`config.mk`:
```
export PLATFORM = sky130hd
export DESIGN_NAME = rw_burst_ctrl
export DESIGN_NICKNAME = d
export VERILOG_FILES = /design/src/rtl/usb_pkg.sv /design/src/rtl/bit_reverse.sv /design/src/rtl/rw_burst_ctrl.sv
export SDC_FILE = /design/constraint.sdc
export NUM_CORES = 1
export LEC_CHECK = 0
export CORE_ASPECT_RATIO = 1.25
export CORE_UTILIZATION = 30
export CTS_BUF_LIST = sky130_fd_sc_hd__clkbuf_4 sky130_fd_sc_hd__clkbuf_8
export DETAILED_ROUTE_END_ITERATION = 10
export PLACE_DENSITY = 0.61
export SYNTH_ARGS = -nofsm -noshare
export SYNTH_HDL_FRONTEND = slang
export SYNTH_HIERARCHICAL = 1
export SYNTH_SLANG_ARGS = --single-unit
```
`constraint.sdc`:
```
create_clock -name clk -period 2.9 [get_ports clk]
set_input_delay 0.435 -clock clk [delete_from_list [all_inputs] [get_ports clk]]
set_output_delay 0.435 -clock clk [all_outputs]
set_load 0.05 [all_outputs]
```
`src/rtl/usb_pkg.sv`:
```
// Shared USB constants and type definitions for the read/write burst controller.
package usb_pkg;

  // Token and data PIDs
  localparam logic [7:0] PID_OUT   = 8'hE1;
  localparam logic [7:0] PID_IN    = 8'h69;
  localparam logic [7:0] PID_DATA0 = 8'hC3;
  localparam logic [7:0] PID_DATA1 = 8'h4B;

  typedef enum logic [1:0] {
    TASK_IDLE  = 2'd0,
    TASK_READ  = 2'd1,
    TASK_WRITE = 2'd2,
    TASK_RSVD  = 2'd3
  } task_e;

  typedef enum logic [2:0] {
    S_IDLE    = 3'd0,
    S_A_ISSUE = 3'd1,
    S_A_WAIT  = 3'd2,
    S_D_ISSUE = 3'd3,
    S_D_WAIT  = 3'd4,
    S_DONE    = 3'd5
  } state_e;

endpackage

```
`src/rtl/bit_reverse.sv`:
```
// Purely combinational W-bit reversal: dout[i] = din[W-1-i].
module bit_reverse #(
  parameter int W = 8
) (
  input  logic [W-1:0] din,
  output logic [W-1:0] dout
);

  for (genvar i = 0; i < W; i++) begin : g_rev
    assign dout[i] = din[W-1-i];
  end

endmodule

```
`src/rtl/rw_burst_ctrl.sv`:
```
// Read/write burst controller: one OUT address transaction carrying the memory
// page, then burst_len data transactions (IN for reads, OUT for writes), with
// per-phase retry, DATA0/DATA1 toggling and bit reversal to wire order.
module rw_burst_ctrl
  import usb_pkg::*;
#(
  parameter int          DATA_W    = 64,
  parameter logic [6:0]  DEV_ADDR  = 7'd5,
  parameter logic [3:0]  ADDR_ENDP = 4'd4,
  parameter logic [3:0]  RD_ENDP   = 4'd8,
  parameter int          MAX_RETRY = 3,
  parameter int          BURST_W   = 3
) (
  input  logic                clk,
  input  logic                rst,
  input  logic [1:0]          task_req,
  input  logic [15:0]         mempage,
  input  logic [BURST_W-1:0]  burst_len,
  input  logic [DATA_W-1:0]   wr_data,
  output logic                wr_req,
  input  logic                ptcl_ready,
  input  logic                ptcl_done,
  input  logic                ptcl_success,
  input  logic [DATA_W-1:0]   ptcl_rx_data,
  output logic                ptcl_start,
  output logic [18:0]         token_out,
  output logic [DATA_W+7:0]   data_out,
  output logic                data_avail,
  output logic [DATA_W-1:0]   rd_data,
  output logic                rd_valid,
  output logic [BURST_W-1:0]  beat_idx,
  output logic                task_done,
  output logic                task_success
);

  localparam int RTY_W = (MAX_RETRY < 1) ? 1 : $clog2(MAX_RETRY + 1);

  state_e              state_q, state_d;
  task_e               task_in;
  logic                is_wr_q;
  logic [BURST_W-1:0]  last_idx_q;
  logic [RTY_W-1:0]    retry_q;
  logic                tgl_q;       // 1 = next write beat uses DATA1
  logic                result_q;
  logic [DATA_W-1:0]   payload_q;   // natural order; reversed on the way out
  logic                accept, retry_ok, last_beat, d_phase, a_phase;
  logic [3:0]          endp_sel;
  logic [6:0]          dev_rev;
  logic [3:0]          endp_rev;
  logic [DATA_W-1:0]   tx_rev, rx_rev;

  assign task_in   = task_e'(task_req);
  assign accept    = (state_q == S_IDLE) && (task_in == TASK_READ || task_in == TASK_WRITE);
  assign retry_ok  = retry_q < RTY_W'(MAX_RETRY);
  assign last_beat = beat_idx == last_idx_q;
  assign a_phase   = (state_q == S_A_ISSUE) || (state_q == S_A_WAIT);
  assign d_phase   = (state_q == S_D_ISSUE) || (state_q == S_D_WAIT);
  assign endp_sel  = (d_phase && !is_wr_q) ? RD_ENDP : ADDR_ENDP;

  bit_reverse #(.W(7))      u_rev_addr (.din(DEV_ADDR),     .dout(dev_rev));
  bit_reverse #(.W(4))      u_rev_endp (.din(endp_sel),     .dout(endp_rev));
  bit_reverse #(.W(DATA_W)) u_rev_tx   (.din(payload_q),    .dout(tx_rev));
  bit_reverse #(.W(DATA_W)) u_rev_rx   (.din(ptcl_rx_data), .dout(rx_rev));

  // Next-state and combinational outputs; token/data held from ISSUE through WAIT
  always_comb begin
    state_d      = state_q;
    ptcl_start   = 1'b0;
    token_out    = '0;
    data_out     = '0;
    data_avail   = 1'b0;
    wr_req       = 1'b0;
    task_done    = 1'b0;
    task_success = 1'b0;

    if (a_phase) begin
      token_out  = {PID_OUT, dev_rev, endp_rev};
      data_out   = {PID_DATA0, tx_rev};
      data_avail = 1'b1;
    end else if (d_phase) begin
      if (is_wr_q) begin
        token_out  = {PID_OUT, dev_rev, endp_rev};
        data_out   = {(tgl_q ? PID_DATA1 : PID_DATA0), tx_rev};
        data_avail = 1'b1;
      end else begin
        token_out  = {PID_IN, dev_rev, endp_rev};
      end
    end

    case (state_q)
      S_IDLE: if (accept) state_d = S_A_ISSUE;
      S_A_ISSUE, S_D_ISSUE: begin
        ptcl_start = ptcl_ready;
        if (ptcl_ready) state_d = (state_q == S_A_ISSUE) ? S_A_WAIT : S_D_WAIT;
      end
      S_A_WAIT: if (ptcl_done) begin
        if (ptcl_success) begin
          state_d = S_D_ISSUE;
          wr_req  = is_wr_q;
        end else begin
          state_d = retry_ok ? S_A_ISSUE : S_DONE;
        end
      end
      S_D_WAIT: if (ptcl_done) begin
        if (ptcl_success) begin
          state_d = last_beat ? S_DONE : S_D_ISSUE;
          wr_req  = is_wr_q && !last_beat;
        end else begin
          state_d = retry_ok ? S_D_ISSUE : S_DONE;
        end
      end
      S_DONE: begin
        task_done    = 1'b1;
        task_success = result_q;
        state_d      = S_IDLE;
      end
      default: state_d = S_IDLE;
    endcase
  end

  // State, task context, retry/toggle bookkeeping and read-beat capture
  always_ff @(posedge clk) begin
    if (rst) begin
      state_q    <= S_IDLE;
      is_wr_q    <= 1'b0;
      last_idx_q <= '0;
      retry_q    <= '0;
      tgl_q      <= 1'b0;
      result_q   <= 1'b0;
      payload_q  <= '0;
      beat_idx   <= '0;
      rd_data    <= '0;
      rd_valid   <= 1'b0;
    end else begin
      state_q  <= state_d;
      rd_valid <= 1'b0;
      case (state_q)
        S_IDLE: if (accept) begin
          is_wr_q    <= (task_in == TASK_WRITE);
          last_idx_q <= (burst_len == '0) ? '0 : burst_len - BURST_W'(1);
          beat_idx   <= '0;
          retry_q    <= '0;
          tgl_q      <= 1'b0;
          result_q   <= 1'b0;
          payload_q  <= DATA_W'(mempage);
        end
        S_A_WAIT: if (ptcl_done) begin
          if (ptcl_success) begin
            retry_q <= '0;
            tgl_q   <= 1'b1;
            if (is_wr_q) payload_q <= wr_data;
          end else if (retry_ok) begin
            retry_q <= retry_q + RTY_W'(1);
          end else begin
            result_q <= 1'b0;
          end
        end
        S_D_WAIT: if (ptcl_done) begin
          if (ptcl_success) begin
            retry_q <= '0;
            tgl_q   <= ~tgl_q;
            if (!is_wr_q) begin
              rd_data  <= rx_rev;
              rd_valid <= 1'b1;
            end
            if (last_beat) begin
              result_q <= 1'b1;
            end else begin
              beat_idx <= beat_idx + BURST_W'(1);
              if (is_wr_q) payload_q <= wr_data;
            end
          end else if (retry_ok) begin
            retry_q <= retry_q + RTY_W'(1);
          end else begin
            result_q <= 1'b0;
          end
        end
        default: ;
      endcase
    end
  end

endmodule

```
=== Word level (Yosys, flattened, before mapping) ===
Cells that the tools add are included.

* Add/sub/neg operators: 3
* Order comparisons: 1
* Eq/ne operators: 19
* Multiplexer cells: 63
* Bitwise logic cells: 5
* Reductions and logical operators: 24

{| class="wikitable"
|+ Operators by type and width
! cell !! count
|-
| $mux 64 || 7
|-
| $mux 72 || 3
|-
| $pmux 64 s3 || 1
|-
| $mux 19 || 3
|-
| $mux 3 || 15
|-
| $mux 1 || 22
|-
| $ne 2x2->1 const B || 8
|-
| $pmux 3 s4 || 1
|-
| $reduce_and 4->1 || 3
|-
| $reduce_and 6->1 || 2
|-
| $mux 2 || 4
|-
| $mux 8 || 1
|-
| $reduce_and 7->1 || 1
|-
| $eq 3x2->1 const B || 2
|-
| $eq 3x3->1 const B || 2
|-
| $logic_not 3->1 || 2
|-
| $pmux 1 s3 || 2
|-
| $pmux 3 s2 || 1
|-
| $not 1->1 || 5
|-
| $reduce_and 5->1 || 1
|-
| $mux 4 || 1
|-
| $pmux 2 s2 || 1
|-
| $reduce_bool 2->1 || 2
|-
| $reduce_or 2->1 || 2
|-
| 18 further kinds || 23
|}

* Register bits after elaboration: 143
* Input port bits: 154
* Output and inout bits: 164
* Word-level logic and storage cells: 125

=== Depth between registers and ports, before layout ===
* Word-level depth: 7
* Mapped depth: 8
* Depth with buffers taken out: 6

=== Cells and area by module ===
The synthesis kept the hierarchy.

{| class="wikitable"
|+ By module, submodules not included
! module !! times used !! cells an instance !! area each (um2) !! seq. area each (um2)
|-
| rw_burst_ctrl || 1 || 838 || 6,842.8 || 2,862.7
|-
| bit_reverse (u_rev_rx ...) || 2 || 64 || 480.5 || 0.0
|-
| bit_reverse (u_rev_addr) || 1 || 7 || 52.6 || 0.0
|-
| bit_reverse (u_rev_endp) || 1 || 4 || 30.0 || 0.0
|}

=== Least setup slack after synthesis ===
Ideal clock, no wire load.

* Path kind: flip-flop to output port
* From: register beat_idx[0]
* To: output port wr_req
* Arrival: 2.743 ns
* Data required time: 2.465 ns
* Setup slack: -0.278 ns
* Stages on the path, launching flop included: 5
* Path buffers: 0
* Cells stage by stage: dfxtp_1 xnor2_1 nand3_1 a21oi_1 nor4b_1

* Longest elaborated chain between the ends: 6

{| class="wikitable"
|+ RTL lines
! element !! line !! text
|-
| start, declared || rw_burst_ctrl.sv:31 || <nowiki>output logic [BURST_W-1:0] beat_idx,</nowiki>
|-
| start signal, assigned || rw_burst_ctrl.sv:169 || <nowiki>beat_idx <= beat_idx + BURST_W'(1);</nowiki>
|-
| $eq 3x3->1 || rw_burst_ctrl.sv:55 || <nowiki>assign last_beat = beat_idx == last_idx_q;</nowiki>
|-
| $logic_not 1->1 || rw_burst_ctrl.sv:107 || <nowiki>wr_req = is_wr_q && !last_beat;</nowiki>
|-
| $logic_and 1x1->1 || rw_burst_ctrl.sv:107 ||
|-
| $mux 1 || rw_burst_ctrl.sv:105 || <nowiki>if (ptcl_success) begin</nowiki>
|-
| $mux 1 || rw_burst_ctrl.sv:104 || <nowiki>S_D_WAIT: if (ptcl_done) begin</nowiki>
|-
| $pmux 1 s2 || rw_burst_ctrl.sv:90 || <nowiki>case (state_q)</nowiki>
|-
| end, declared || rw_burst_ctrl.sv:20 || <nowiki>output logic wr_req,</nowiki>
|}

No other way between the ends.

=== Final worst setup path ===
* From: register state_q[1]
* To: output port data_out[37]

* Longest elaborated chain between the ends: 4
* Elaborated cells between the ends (all ways): 8
* Those cells by class: eq/ne (4); mux (2); reduce/logical (2)

{| class="wikitable"
|+ RTL lines
! element !! line !! text
|-
| start, declared || rw_burst_ctrl.sv:38 || <nowiki>state_e state_q, state_d;</nowiki>
|-
| start signal, assigned || rw_burst_ctrl.sv:135 || <nowiki>state_q <= state_d;</nowiki>
|-
| $eq 3x2->1 / $eq 3x3->1 (equally long branches) || rw_burst_ctrl.sv:57 || <nowiki>assign d_phase = (state_q == S_D_ISSUE) || (state_q == S_D_WAIT);</nowiki>
|-
| $logic_or 1x1->1 || rw_burst_ctrl.sv:57 ||
|-
| $mux 72 || rw_burst_ctrl.sv:80 || <nowiki>end else if (d_phase) begin</nowiki>
|-
| $mux 72 * || rw_burst_ctrl.sv:76 || <nowiki>if (a_phase) begin</nowiki>
|-
| end, declared || rw_burst_ctrl.sv:27 || <nowiki>output logic [DATA_W+7:0] data_out,</nowiki>
|}

Mark *: on every way between the ends. The rest lies on a longest branch, timed or not.

==> flow_summary.ini <==
[global_route]
overflow = 0
grt_max_degree = 70
grt_pass1_vias = 6278
grt_pass1_wl_um = 34500
antenna_found_initial = 0
gr-usage-all-layers_pct = 16.5

[sta]
rsz0062_at_grt = no
max_freq_ghz = 0.371
hold_viol = 0
tightest_slew_ps = 1020
min_period_ps = 2690
slew-limit-headroom_pct = 31.7
timing.final.crit_share_pct = 92.9
drv_slew = 0
setup-tns-final_ps = 0
skew_ps = 12.0
setup_viol = 0
setup_slack_ps = 206

[logic_synthesis]
yosysSeqAreaShare_pct = 36.3
synth.cell_area_mm2 = 0.00789
yosysWarnings = 6
ys.flop_type = dfxtp_1
synth_seq_cells = 143
syn_area_per_cell_um2 = 8.07
synth_edf_count = 0
netlist_instances = 977
ys_types = 55
synth-async-reset-ratio_pct = 0

[die]
dieArea_mm2 = 0.0269
coreArea_mm2 = 0.0259
initial_utilization_pct = 30.4
dieHeight_um = 183
placement_rows = 66
ios = 318
dieWidth_um = 147

[routing]
routed_wl_um = 22300
post_drt_via_cell_ratio = 4.46
antenna_left = 0
drt_first_iter_violations = 165
vias = 6559
dr.pass1.iters = 4
drc = 0
wl_per_cell_um = 15.2

[clock_tree]
ctsLongestPathBuffers = 2
htreeDepth = 4
cts.sinks = 143
clockRootBuffer = clkbuf_8
clk_transition_reported_paths_ps = 80
clk_latency_ps = 460
cts_buffers = 17
tritoncts = yes

[setup_path]
critPathMaxStageDelay_ps = 580
end_kind = output port
required_ps = 2470
path_max_fanout = 69
cp_data_arrival_time_ps = 2260
reg2reg_depth = 6
path_cells = nor3b_2, o21ai_0, o21ai_4, buf_12, and2_1, buf_12
worstSetupPathType = reg -> out
crit_path_frequent_cell = buf_12
slowest_stage = dfxtp_2
worstSetupStartpointType = flip-flop

[final_layout]
area_growth_syn_to_layout_pct = 44.8
drive_gt1_share_pct = 15.1
utilization_pct = 44.0
layout.cells.non_filler = 1472
seq_area_mm2 = 0.00287
num-nets-final = 1278
antennaDiodeCount = 0
multiInputGateArea_mm2 = 0.00359
fill_cells = 2539

[pwr]
ir_worst_vdd_mv = 0.258
power.leakage_uw = 0.00429
power.density_mw_per_mm2 = 435

[place]
io_buffers = 304
place.detailed.hpwl_um = 15900
placed_cells = 1440
place_ws_ps = 40.4
routabilityCongestion = 0.776

[hold_path]
hold_path_class = in -> reg
hold_depth = 4

[run]
drv_cap = 0

[outcome]
status = finished, final reports clean
==> synth_stat cells, types with 2 or more instances <==
cell	instances	area, um^2
inv_1	9	33.8
buf_4	151	1130
o21ai_0	22	110
nand3b_1	3	22.5
buf_6	10	113
or2_2	3	18.8
nor3_1	4	20.0
ha_1	5	62.6
nand2b_1	3	18.8
mux2_2	4	45.0
a21o_1	2	15.0
dfxtp_1	143	2860
and3_1	2	12.5
clkinv_1	2	7.51
a31oi_1	4	25.0
xnor2_1	6	52.6
conb_1	2	7.51
a21oi_1	88	440
nor2b_1	20	125
a211oi_1	4	30.0
clkbuf_1	35	131
a2111oi_0	2	17.5
and2_1	76	475
nand2_1	234	878
nor2_1	12	45.0
mux2i_1	53	531
nand3_1	21	105
buf_2	18	90.1
mux2_4	12	180
nor4b_1	2	17.5
==> stage by stage <==
stage          instance area (um^2)  total power, uW  hold slack [ps]
5_1_grt                       11400             5220              407
2_1_floorplan                  7940             2960              438
6_report                      11400             4970              403
3_3_place_gp                  11000             3410              439
4_1_cts                       11400             5070              358
3_5_place_dp                  11000             3420              446
==> kinds of logic (layout without fill, tap and decap cells) <==
| group | Yosys count | in the layout | synth area share [%] |
|---|---|---|---|
| and+or+nand+nor | 389 | 389 | 23.3 |
| other | 2 | 15 | 0.0952 |
| muxes | 69 | 69 | 9.58 |
| AOI/OAI and AO/OA | 135 | 135 | 9.76 |
| adders and majority gates | 5 | 5 | 0.793 |
| DFF | 143 | 143 | 36.3 |
| buffers and inverters | 226 | 368 | 19.2 |
| xor gates and xnor gates | 8 | 8 | 0.984 |
==> where the power goes <==
group | internal [uW] | switching (uW)
registers | 2010 | 34.8
logic | 632 | 684
clock network | 740 | 868
total | 3380 | 1590
==> state kept, by name, indices dropped and copies added (netlist names) <==
name,cells
result_q,1
is_wr_q,1
retry_q,2
tgl_q,1
last_idx_q,3
payload_q,64
beat_idx,3
state_q,3
rd_data,64
rd_valid,1
==> cell usage in the layout, fill, tap and decap left out, drive strengths merged, types with 2 or more instances in the layout <==
master         count
a2111oi            2
a211oi             4
a21o               2
a21oi             88
a311oi             2
a31oi              4
and2              76
and3               2
buf              105
clkbuf            19
clkdlybuf4s50    220
clkinv             6
clkinvlp           2
conb              15
dfxtp            143
ha                 5
inv               15
mux2              16
mux2i             53
nand2            234
nand2b             3
nand3             21
nand3b             3
nor2              12
nor2b             20
nor3               5
nor4               2
nor4b              2
o21ai             22
or2                3
xnor2              7
==> critical path: cells and delay by family, from the launching register on <==
kind | cells | cell delay (ps)
AND/OR/NAND/NOR | 2 | 330
flip-flops | 1 | 580
buffers and inverters | 2 | 370
AO/OA/AOI/OAI | 2 | 480
==> worst paths after layout <==
check / end / start / slack, ps
worst max-delay path: data_out[37] / state_q[1] / 210
worst min-delay path: last_idx_q[1] / rst / 400
worst max register to register: payload_q[34] / state_q[2] / 510
worst min register to register: rd_data[54] / rd_data[54] / 450
==> layer usage <==
layer | vias to the layer above | track usage, % | routed length (um)
met5 | - | 0 | 0
met4 | 0 | 4.70 | 206
met3 | 9 | 5.85 | 1810
met2 | 248 | 28.5 | 10900
met1 | 3018 | 19.0 | 9370
li1 | 3284 | - | -
==> area by class of cell <==
type,instances,share of cell area (%)
Tap cell,340,3.73
Timing Repair Buffer,325,35.9
Multi-Input combinational cell,621,31.5
Sequential cell,143,25.1
Inverter,11,0.362
Clock inverter,13,1.10
Clock buffer,19,2.29
==> what timing repair did <==
| action | 4_1_cts | 5_1_grt |
|---|---|---|
| setup buffers | 0 | 0 |
| gates resized for setup | 2 | 1 |
| pin swaps | 0 | 0 |
| endpoints found under the setup margin | 64 | 64 |
| hold buffers | 0 | 0 |
Note: power is estimated with default switching activity, not from simulation.
